<file path="config.mk">
export PLATFORM = sky130hd
export DESIGN_NAME = song_sequencer_flat
export DESIGN_NICKNAME = d
export VERILOG_FILES = /design/src/rtl/song_sequencer_if.sv /design/src/rtl/song_sequencer.sv /design/src/flat_wrapper.sv
export SDC_FILE = /design/constraint.sdc
export NUM_CORES = 1
export LEC_CHECK = 0
export ABC_AREA = 1
export CORE_MARGIN = 2
export CORE_UTILIZATION = 40
export CTS_CLUSTER_DIAMETER = 40
export DETAILED_ROUTE_END_ITERATION = 6
export DONT_BUFFER_PORTS = 1
export GPL_TIMING_DRIVEN = 0
export SLEW_MARGIN = 20
export SYNTH_ARGS = -nofsm -noshare
export SYNTH_HDL_FRONTEND = slang
export SYNTH_SLANG_ARGS = --single-unit
</file>
<file path="constraint.sdc">
create_clock -name clk -period 3.3 [get_ports clk]
set_input_delay 0.66 -clock clk [delete_from_list [all_inputs] [get_ports clk]]
set_output_delay 0.66 -clock clk [all_outputs]
set_load 0.01 [all_outputs]
</file>
<file path="src/rtl/song_sequencer_if.sv">
// song_sequencer_if
//   Bundles the song ROM read bus and the note-player bus of song_sequencer.
//   Parameters : SONG_W, IDX_W, NOTE_W, DUR_W (must match the sequencer's).
//   Signals    : rom_addr   - registered ROM address {song, note_index}
//                rom_dout   - ROM word {note, duration}, valid the cycle after
//                             rom_addr changes
//                note       - current note (0 = rest)
//                duration   - duration in beats of the current note
//                note_valid - note is sounding
//                new_note   - one-cycle pulse when note/duration load
//                song_done  - one-cycle pulse at end of song
//                busy       - sequencer is not idle
//   Modports   : master = sequencer side, slave = ROM / note player side.
interface song_sequencer_if #(
   parameter int SONG_W = 2,
   parameter int IDX_W  = 5,
   parameter int NOTE_W = 6,
   parameter int DUR_W  = 6
);
   logic [SONG_W+IDX_W-1:0] rom_addr;
   logic [NOTE_W+DUR_W-1:0] rom_dout;
   logic [NOTE_W-1:0]       note;
   logic [DUR_W-1:0]        duration;
   logic                    note_valid;
   logic                    new_note;
   logic                    song_done;
   logic                    busy;

   modport master (
      output rom_addr, note, duration, note_valid, new_note, song_done, busy,
      input  rom_dout
   );

   modport slave (
      input  rom_addr, note, duration, note_valid, new_note, song_done, busy,
      output rom_dout
   );
endinterface

</file>
<file path="src/rtl/song_sequencer.sv">
// song_sequencer
//   Walks the song ROM at {song, note_index}, loads each {note, duration}
//   word and holds the note for `duration` counted beat ticks. Handles
//   play/pause, song change, end-of-song markers (duration 0) and wrap at
//   the last index of a song.
//   Ports : clk       - system clock
//           reset     - asynchronous, active-high reset
//           play      - level, 1 = playing, 0 = paused/stopped
//           song      - selected song
//           beat      - one-cycle beat tick
//           bus       - song_sequencer_if.master (ROM bus + note-player bus)
//           state_dbg - current FSM state encoding
//   Optional feature macro SONG_LOOP_EN: when defined, the end of a song
//   restarts the same song at index 0 directly from END (no IDLE visit);
//   otherwise END returns to IDLE.
//
//   Note-player protocol: there is no back-pressure. new_note pulses for
//   exactly one cycle on the cycle the new note/duration values appear;
//   note_valid is high on every cycle the note is actually sounding (PLAY
//   state with play=1) and the player must sound `note` whenever it is high.
module song_sequencer #(
   parameter int SONG_W = 2,
   parameter int IDX_W  = 5,
   parameter int NOTE_W = 6,
   parameter int DUR_W  = 6
) (
   input  logic               clk,
   input  logic               reset,
   input  logic               play,
   input  logic [SONG_W-1:0]  song,
   input  logic               beat,
   song_sequencer_if.master   bus,
   output logic [2:0]         state_dbg
);

   typedef enum logic [2:0] {
      S_IDLE  = 3'd0,
      S_FETCH = 3'd1,
      S_WAIT  = 3'd2,
      S_PLAY  = 3'd3,
      S_END   = 3'd4
   } state_t;

   state_t                  state, state_n;
   logic [IDX_W-1:0]        idx, idx_n;
   logic [SONG_W-1:0]       song_q, song_q_n;
   logic [DUR_W-1:0]        remaining, rem_n;
   logic [NOTE_W-1:0]       note_q, note_n;
   logic [DUR_W-1:0]        dur_q, dur_n;
   logic                    new_note_q, new_note_n;
   logic [SONG_W+IDX_W-1:0] rom_addr_q;
   logic [NOTE_W-1:0]       rom_note;
   logic [DUR_W-1:0]        rom_dur;
   logic                    song_chg;

   assign rom_note = bus.rom_dout[NOTE_W+DUR_W-1:DUR_W];
   assign rom_dur  = bus.rom_dout[DUR_W-1:0];
   assign song_chg = (song != song_q);

   always_comb begin
      state_n    = state;
      idx_n      = idx;
      song_q_n   = song_q;
      rem_n      = remaining;
      note_n     = note_q;
      dur_n      = dur_q;
      new_note_n = 1'b0;

      case (state)
         S_IDLE: begin
            if (play) begin
               song_q_n = song;
               idx_n    = '0;
               state_n  = S_FETCH;
            end
         end
         S_FETCH: begin
            state_n = S_WAIT;
         end
         S_WAIT: begin
            // A zero duration marks the end of the song.
            if (rom_dur == '0) begin
               state_n = S_END;
            end else begin
               note_n     = rom_note;
               dur_n      = rom_dur;
               rem_n      = rom_dur;
               new_note_n = 1'b1;
               state_n    = S_PLAY;
            end
         end
         S_PLAY: begin
            // Beats only count while playing; a paused note keeps its count.
            if (play && beat) begin
               if (remaining == DUR_W'(1)) begin
                  if (idx == '1) begin
                     state_n = S_END;
                  end else begin
                     idx_n   = idx + IDX_W'(1);
                     state_n = S_FETCH;
                  end
               end else begin
                  rem_n = remaining - DUR_W'(1);
               end
            end
         end
         S_END: begin
            idx_n = '0;
`ifdef SONG_LOOP_EN
            state_n = S_FETCH;
`else
            state_n = S_IDLE;
`endif
         end
         default: begin
            state_n = S_IDLE;
         end
      endcase

      // A new song selection overrides everything else outside IDLE and
      // restarts from its first entry without signalling song_done.
      if (state != S_IDLE && song_chg) begin
         state_n    = S_FETCH;
         idx_n      = '0;
         song_q_n   = song;
         rem_n      = remaining;
         note_n     = note_q;
         dur_n      = dur_q;
         new_note_n = 1'b0;
      end
   end

   always_ff @(posedge clk or posedge reset) begin
      if (reset) begin
         state      <= S_IDLE;
         idx        <= '0;
         song_q     <= '0;
         remaining  <= '0;
         note_q     <= '0;
         dur_q      <= '0;
         new_note_q <= 1'b0;
         rom_addr_q <= '0;
      end else begin
         state      <= state_n;
         idx        <= idx_n;
         song_q     <= song_q_n;
         remaining  <= rem_n;
         note_q     <= note_n;
         dur_q      <= dur_n;
         new_note_q <= new_note_n;
         // The address is registered on entry to FETCH so a synchronous
         // ROM presents the word during WAIT.
         if (state_n == S_FETCH) begin
            rom_addr_q <= {song_q_n, idx_n};
         end
      end
   end

   assign bus.rom_addr   = rom_addr_q;
   assign bus.note       = note_q;
   assign bus.duration   = dur_q;
   assign bus.new_note   = new_note_q;
   assign bus.note_valid = (state == S_PLAY) && play;
   assign bus.song_done  = (state == S_END);
   assign bus.busy       = (state != S_IDLE);
   assign state_dbg      = state;

endmodule

</file>
<file path="src/flat_wrapper.sv">
// flat-port wrapper written by rule: the top's interface ports become plain ports
module song_sequencer_flat 
#(
   parameter int SONG_W = 2,
   parameter int IDX_W  = 5,
   parameter int NOTE_W = 6,
   parameter int DUR_W  = 6
)
  (clk, reset, play, song, beat, state_dbg, bus_rom_addr, bus_note, bus_duration, bus_note_valid, bus_new_note, bus_song_done, bus_busy, bus_rom_dout);
  song_sequencer_if #(.SONG_W(SONG_W), .IDX_W(IDX_W), .NOTE_W(NOTE_W), .DUR_W(DUR_W)) bus_i ();
  input  logic clk;
  input  logic reset;
  input  logic play;
  input  logic [SONG_W-1:0] song;
  input  logic beat;
  output logic [2:0] state_dbg;
  output wire logic [$bits(bus_i.rom_addr)-1:0] bus_rom_addr;
  output wire logic [$bits(bus_i.note)-1:0] bus_note;
  output wire logic [$bits(bus_i.duration)-1:0] bus_duration;
  output wire logic [$bits(bus_i.note_valid)-1:0] bus_note_valid;
  output wire logic [$bits(bus_i.new_note)-1:0] bus_new_note;
  output wire logic [$bits(bus_i.song_done)-1:0] bus_song_done;
  output wire logic [$bits(bus_i.busy)-1:0] bus_busy;
  input wire logic [$bits(bus_i.rom_dout)-1:0] bus_rom_dout;
  assign bus_rom_addr = bus_i.rom_addr;
  assign bus_note = bus_i.note;
  assign bus_duration = bus_i.duration;
  assign bus_note_valid = bus_i.note_valid;
  assign bus_new_note = bus_i.new_note;
  assign bus_song_done = bus_i.song_done;
  assign bus_busy = bus_i.busy;
  assign bus_i.rom_dout = bus_rom_dout;
  song_sequencer #(.SONG_W(SONG_W), .IDX_W(IDX_W), .NOTE_W(NOTE_W), .DUR_W(DUR_W)) u_core (.clk(clk), .reset(reset), .play(play), .song(song), .beat(beat), .bus(bus_i), .state_dbg(state_dbg));
endmodule
</file>
# Yosys cells after proc, flatten, opt, wreduce, memory -nomap -nowiden
# Index checks and enable logic that the tools add are counted.
# totals
register_bits	36
latch_bits	0
ram_bits	0
rom_bits	0
wordCells	55
mem_count	0
# classes
n_addsub	2
n_mul	0
n_div	0
n_lt_le_gt_ge	0
eq_ne	11
shifts	0
n_mux	23
bitwise_logic	2
n_reduce_logical	9
# op_table
cell	count
two-way mux 5 bit	5
two-way mux 3 bit	6
two-way mux 6 bit	3
one-hot mux 5 bit (3 select lines)	1
one-hot mux 3 bit (4 select lines)	1
one-hot mux 6 bit (2 select lines)	1
== test 3 x 1 -> 1 bit (second input constant)	2
== test 3 x 2 -> 1 bit (second input constant)	2
== test 6 x 1 -> 1 bit (second input constant)	1
logical NOT 6 bit	1
two-way mux 2 bit	3
subtractor 6 x 1 -> 6 bit (second input constant)	1
adder 5 x 1 -> 5 bit (second input constant)	1
== test 5 bit (second input constant)	1
AND reduction 5 bit	1
inequality test 2 bit (second input constant)	2
== test 3 bit (second input constant)	1
logical AND 1 bit	3
logical NOT 3 bit	1
two-way mux 1 bit	3
AND reduction 3 bit	1
nonzero test 3 bit	1
inequality test 2 x 1 -> 1 bit (second input constant)	1
inequality test 2 bit	1
other kinds (2)	3

# Longest topological paths before layout
# Gate-level depths: netlist of run 1.
# depth
ltp_word	7
mapped_depth	12

# Worst setup path after synthesis of run 1
# OpenSTA, ideal clock, no wires.
# synth_timing
path_type	input to register
start	in song[0]
end	reg u_core.dur_q[0], in the netlist u_core.bus.duration[0]
setup_time_ns	0.116
t_arrival_ns	1.490
required_ns	3.184
setup_slack_ns	1.694
path_stages	9
n_path_buf	1
cell_sequence	inv_1 > nand2_1 > nand2_1 > nand3_1 > nand2_2 > nand3_1 > buf_2 > nand2_1 > nand2_1
# synth_between
elab_chain_cells	4
# synth_lines
item	line_no	text
from (decl)	flat_wrapper.sv:14	input logic [SONG_W-1:0] song;
inequality test 2 bit	song_sequencer.sv:58	assign song_chg = (song != song_q);
logical AND 1 bit	song_sequencer.sv:122	if (state != S_IDLE && song_chg) begin
NOT 1 bit (no source line)	--	
AND reduction 3 bit (no source line)	--	
to (signal assigned)	song_sequencer.sv:149	dur_q <= dur_n;
to (decl)	song_sequencer.sv:49	logic [DUR_W-1:0] dur_q, dur_n;
# Every way passes these cells.
# A chain may end at the register's enable or synchronous reset.

# Final worst setup path of run 1
# layout_timing
start	reg u_core.state[0], in the netlist u_core.state_dbg[0]
end	out bus_note_valid
# layout_between
elab_chain_cells	2
# layout_lines
item	line_no	text
from (decl)	song_sequencer.sv:44	state_t state, state_n;
from (signal assigned)	song_sequencer.sv:144	state <= state_n;
== test 3 x 2 -> 1 bit	song_sequencer.sv:163	assign bus.note_valid = (state == S_PLAY) && play;
logical AND 1 bit	song_sequencer.sv:163	
to (decl)	flat_wrapper.sv:20	output wire logic [$bits(bus_i.note_valid)-1:0] bus_note_valid;
# Every way passes these cells.

==> qor.yml, run 1 <==
run_status:
  status: "complete, no violations"
timing:
  drv_slew: 0
  finalCritPeriodShare_pct: 61.3
  period_needed_ps: 2020
  fmax_mhz: 494
  setup_viol: 0
  hold_violations: 0
  fin_tns_setup_ps: 0
  relSlewSlack_pct: 76.1
  rsz0062_at_grt: "no"
  fin_hold_ws_ps: 216
  worst_pin_slew_ps: 358
  worst_clock_skew_ps: 5.77
floorplan:
  dieArea_um2: 5410
  coreArea_um2: 4690
  rows: 25
  fp.dieW_um: 73.6
  die_h_um: 73.6
  start_util_pct: 41.3
  ios: 44
cells_and_area:
  diodes: 0
  fin_nets: 289
  stdcell_area_um2: 2190
  drive_above_1_share_pct: 13.8
  multi_input_area_um2: 852
  fillCellCount: 461
  area_delta_synth_final_pct: 13.1
  regArea_um2: 901
routing:
  drt_iter0_markers: 112
  finalWirelength_mm: 4.03
  avgViaCountPerCell: 4.83
  dr.pass1.iters: 4
  vias: 1561
  ant_nets: 0
  drc: 0
  wire_per_inst_um: 12.5
clock_network:
  ctsHtreeMaxLevel: 2
  cts-root-buf: "clkbuf_8"
  cts_buffer_depth: 2
  clk_latency_ps: 290
  numCtsBuffers: 5
  holdBufCountCts: 0
  post_cts_resize_count: 0
  cts_setup_buffers: 0
  clkTransAtPathRegs_ps: 80
  tritoncts: "yes"
  cts.sinks: 36
global_route:
  grt_pass1_wl_mm: 6.53
  grt_pass1_vias: 1411
  overflow: 0
  antenna_found_initial: 0
  grt_max_degree: 23
  grt_use_total_pct: 15.8
logic_synthesis:
  ys_seq_elements: 36
  synth_ff_type: "dfrtp_1"
  yosys-top-cells-count: "100 x nand2_1, 36 x dfrtp_1, 31 x inv_1"
  synth.most_common_cell: "nand2_1"
  netlist_area_um2: 1940
  netlist_instances: 260
  synth_top_area_share_pct: 46.5
  synth_top_cell_by_area: "dfrtp_1"
  yosys-top-cells-area: "dfrtp_1 47%, nand2_1 19%, inv_1 6.0%"
  syn_nets: 281
  async_flop_share_pct: 100
  synth_area_per_cell_um2: 7.44
  yosysWarnings: 0
  synth-seq-area-share_pct: 46.5
  synth_edf_count: 0
  synth.distinct_cells: 25
flow_run:
  maxCapViolCount: 0
hold_path:
  hold_path.class: "primary input to asynchronous set/reset pin"
pwr:
  vdd_drop_max_mv: 0.432
  powerDensity_nw_per_um2: 879
  leakagePower_nw: 1.15
placed_design:
  placed_cell_area_um2: 2030
  gp_congestion: 0.831
  hpwl_mm: 3.06
  port-buffer-count: 0
worst_setup_path:
  critical_path_class: "flop to output pin"
  r2r_slack_ps: 1590
  crit_required_ps: 2640
  critPathLaunchType: "flop"
  path_max_fanout: 10
  crit_arrival_ps: 1360
  worstSetupEndpointType: "output pin"
-- state kept, by name, summed over array words and instances (netlist names) --
signal / cells
u_core.idx: 5
u_core.bus.new_note: 1
u_core.bus.duration: 6
u_core.bus.note: 6
u_core.remaining: 6
u_core.bus.rom_addr: 7
u_core.state_dbg: 3
u_core.song_q: 2
-- stage by stage --
stage | cells | setup WS (ps) | util, % | power, mW
4_1_cts | 323 | 1240 | 46.7 | 1.94
3_5_place_dp | 315 | 1380 | 43.3 | 1.40
5_1_grt | 323 | 1160 | 46.7 | 2.07
2_1_floorplan | 260 | 1690 | - | 1.25
3_3_place_gp | 314 | 1370 | 42.7 | 1.39
6_report | 323 | 1280 | 46.7 | 1.93
-- layout by cell type, fill, tap and decap left out --
cell type    n
dfrtp_1     36
nor2_4       1
a21oi_1      6
bufinv_16    3
nand3_2      2
o21ai_1      3
nor3_1       1
a31oi_1      1
clkinv_2     1
inv_1       30
buf_6        3
buf_4        1
nand2_1    100
nor2_1      17
o21bai_1     1
ha_1         3
clkbuf_8     5
inv_2        5
buf_2        1
o21ai_0     12
nand3_1     20
buf_16       1
nand3b_1     1
a21oi_2      1
nor2_2       5
o21ai_2      6
nand2_2      2
o21a_1       1
-- path summary, 6_finish.rpt --
path,startpoint,to,depth (start not counted)
setup / recovery,u_core.state_dbg[0],bus_note_valid,2
hold / removal,reset,u_core.bus.rom_addr[2],1
setup reg to reg,u_core.state_dbg[1],u_core.bus.note[4],7
hold reg to reg,u_core.bus.note[3],u_core.bus.note[3],2
max in group asynchronous,reset,u_core.bus.duration[0],2
min in group clk,bus_rom_dout[4],u_core.bus.duration[4],2
-- cell type report --
cell class / instances / area share [%]
sequential: 36 / 41.1
multi-input combinational: 183 / 38.9
inverter: 36 / 6.23
clock inverter: 3 / 4.11
clock buffer: 5 / 3.14
tap: 54 / 3.09
buffer: 5 / 2.11
timing repair buffer: 1 / 1.26
-- per-layer routing --
metal  global-route usage (%)  routed length, um
met5                        0                  0
met4                     5.45                 61
met1                     23.1               2010
met3                     4.53                250
met2                     22.4               1710
-- report_power, final --
group	internal, mW	switching [mW]
sequential	0.581	0.153
clock	0.378	0.164
combinational	0.231	0.418
-- kinds of logic after synthesis --
family	synth area share, %
AO/OA/AOI/OAI	9.70
buffers and inverters	9.44
AND/OR/NAND/NOR	32.4
adder cells (fa/ha/maj)	1.94
flip-flops	46.5
-- worst max-delay path, cell delays in order, from the launching register on --
cell and delay, ps:
dfrtp_1 530, nand3_2 260, nor2_1 280
No activity file was read; power rests on OpenSTA's default activity.
==> run 2, diff against run 1 <==
==> constraint.sdc (replaced) <==
create_clock -name clk -period 2 [get_ports clk]
set_input_delay 0.4 -clock clk [delete_from_list [all_inputs] [get_ports clk]]
set_output_delay 0.4 -clock clk [all_outputs]
set_load 0.01 [all_outputs]
==> qor.yml, run 2 (synthesis gave the netlist of run 1 again) <==
timing:
  worst_clock_skew_ps: 5.21
  worst_pin_slew_ps: 357
  hold_violations: 0
  fin_tns_setup_ps: 0
  fmax_mhz: 566
  period_needed_ps: 1770
  relSlewSlack_pct: 76.2
  rsz0062_at_grt: "no"
  finalCritPeriodShare_pct: 88.4
  setup_viol: 0
  worst_slack_ps: 232
  drv_slew: 0
pwr:
  clock_power_share_pct: 28.1
  p_switching_mw: 1.21
  combPwrFrac_pct: 33.8
  leakagePower_nw: 1.16
  vdd_drop_max_mv: 0.714
  sw_frac_of_total_pct: 38.1
  p_seq_share_pct: 38.1
  cell_internal_pwr_mw: 1.96
  powerDensity_nw_per_um2: 1440
worst_setup_path:
  r2r-end: "u_core.bus.note[4]"
  critPathLaunchType: "flop"
  r2r_start: "u_core.state_dbg[2]"
  worstSetupEndpointType: "output pin"
  reg2reg_depth: 7
  r2r_slack_ps: 280
  cp_num_buf_inv: 0
  crit_required_ps: 1600
  crit_arrival_ps: 1370
  critPathSlowestCell: "dfrtp_1"
  critical_path_class: "flop to output pin"
  crit_chain: "nand3_2 -> nor2_1"
  path_max_fanout: 10
  cpPeakStageDelay_ps: 530
  cp_top_family: "simple AND/OR/NAND/NOR gates"
routing:
  finalWirelength_mm: 4.03
  wire_per_inst_um: 12.4
  ant_nets: 0
  drc: 0
  dr.pass1.iters: 4
  drt_iter0_markers: 105
  vias: 1563
  avgViaCountPerCell: 4.82
placed_design:
  gp_congestion: 0.831
  pre_cts_ws_ps: 258
  port-buffer-count: 0
  placed_cell_area_um2: 2030
  hpwl_mm: 3.06
floorplan:
  ios: 44
  fp.dieW_um: 73.6
  start_util_pct: 41.3
  die_h_um: 73.6
  rows: 25
  coreArea_um2: 4690
  dieArea_um2: 5410
global_route:
  grt_pass1_vias: 1412
  overflow: 0
  grt_use_total_pct: 15.8
  grt_pass1_wl_mm: 6.53
  grt_max_degree: 23
  antenna_found_initial: 0
clock_network:
  cts.sinks: 36
  clk_latency_ps: 280
  post_cts_resize_count: 0
  numCtsBuffers: 5
  cts-root-buf: "clkbuf_8"
  clkTransAtPathRegs_ps: 70
  cts_buffer_depth: 2
  ctsHtreeMaxLevel: 2
  tritoncts: "yes"
cells_and_area:
  drive_above_1_share_pct: 13.7
  fin_nets: 290
  final_cell_mix: "100 x nand2_1, 36 x dfrtp_1, 30 x inv_1, 20 x nand3_1, 17 x nor2_1"
  stdcell_area_um2: 2200
  largest_reg_flops: 7
  final_common_cell: "nand2_1"
  diodes: 0
  fillCellCount: 460
  area_delta_synth_final_pct: 13.6
run_status:
  status: "complete, no violations"
flow_run:
  maxCapViolCount: 0
hold_path:
  hold-path-cell-count: 2
  min_from: "bus_rom_dout[3]"
  whs_endpoint: "u_core.bus.duration[3]"
  hold_path.class: "primary input to flop"
-- run 2: how the worst max path moves through the flow --
stage                              startpoint                     end  slack [ps]  depth (start not counted)
final                     u_core.state_dbg[0]          bus_note_valid         230                          2
after detailed placement  u_core.state_dbg[1]      u_core.bus.note[4]         260                          7
after CTS                 u_core.state_dbg[0]          bus_note_valid         200                          2
after global placement    u_core.state_dbg[1]  u_core.bus.duration[0]         280                          7
after global routing      u_core.remaining[1]  u_core.bus.rom_addr[2]         100                         12
after floorplan           u_core.remaining[1]  u_core.bus.rom_addr[0]         560                         12
-- run 2: through the flow --
stage | instances | hold slack, ps | util [%] | total power [mW]
4_1_cts | 324 | 214 | 46.9 | 3.21
3_3_place_gp | 314 | 513 | 42.7 | 2.29
6_report | 324 | 223 | 46.9 | 3.18
5_1_grt | 324 | 208 | 46.9 | 3.42
2_1_floorplan | 260 | 506 | - | 2.06
3_5_place_dp | 315 | 279 | 43.3 | 2.30
-- run 2: cell type report --
cell class                 instances  area, um^2  area share [%]
sequential                        36         901            41.0
multi-input combinational        183         852            38.7
inverter                          36         136            6.20
clock inverter                     3        90.1            4.10
clock buffer                       5        68.8            3.13
tap                               54        67.6            3.07
buffer                             5        46.3            2.10
timing repair buffer               2        37.5            1.71
-- run 2: layer usage --
metal	share of wire, %	wire (um)	track usage [%]
met5	0	0	0
met2	43	1720	22.4
met3	5.6	224	4.53
met4	0.84	34	5.45
met1	51	2050	23.1
-- run 2: worst reg2reg max path, delay by kind of cell, from the launching register on --
family	cells	cell delay [ps]
buffers and inverters	2	410
AND/OR/NAND/NOR	5	770
flip-flops	1	440
-- run 2: timing repair --
action                                  in CTS  in global routing
endpoints found under the setup margin       0                  0
setup buffers                                0                  0
hold buffers                                 1                  0
endpoints found under the hold margin       14                  0
-- run 2: power by group through the flow --
stage | logic, mW | registers (mW) | clock network (mW)
after floorplan | 0.881 | 1.18 | 0
after global placement | 1.06 | 1.23 | 0
after detailed placement | 1.08 | 1.23 | 0
after CTS | 1.09 | 1.21 | 0.913
after global routing | 1.24 | 1.24 | 0.945
final | 1.07 | 1.21 | 0.891
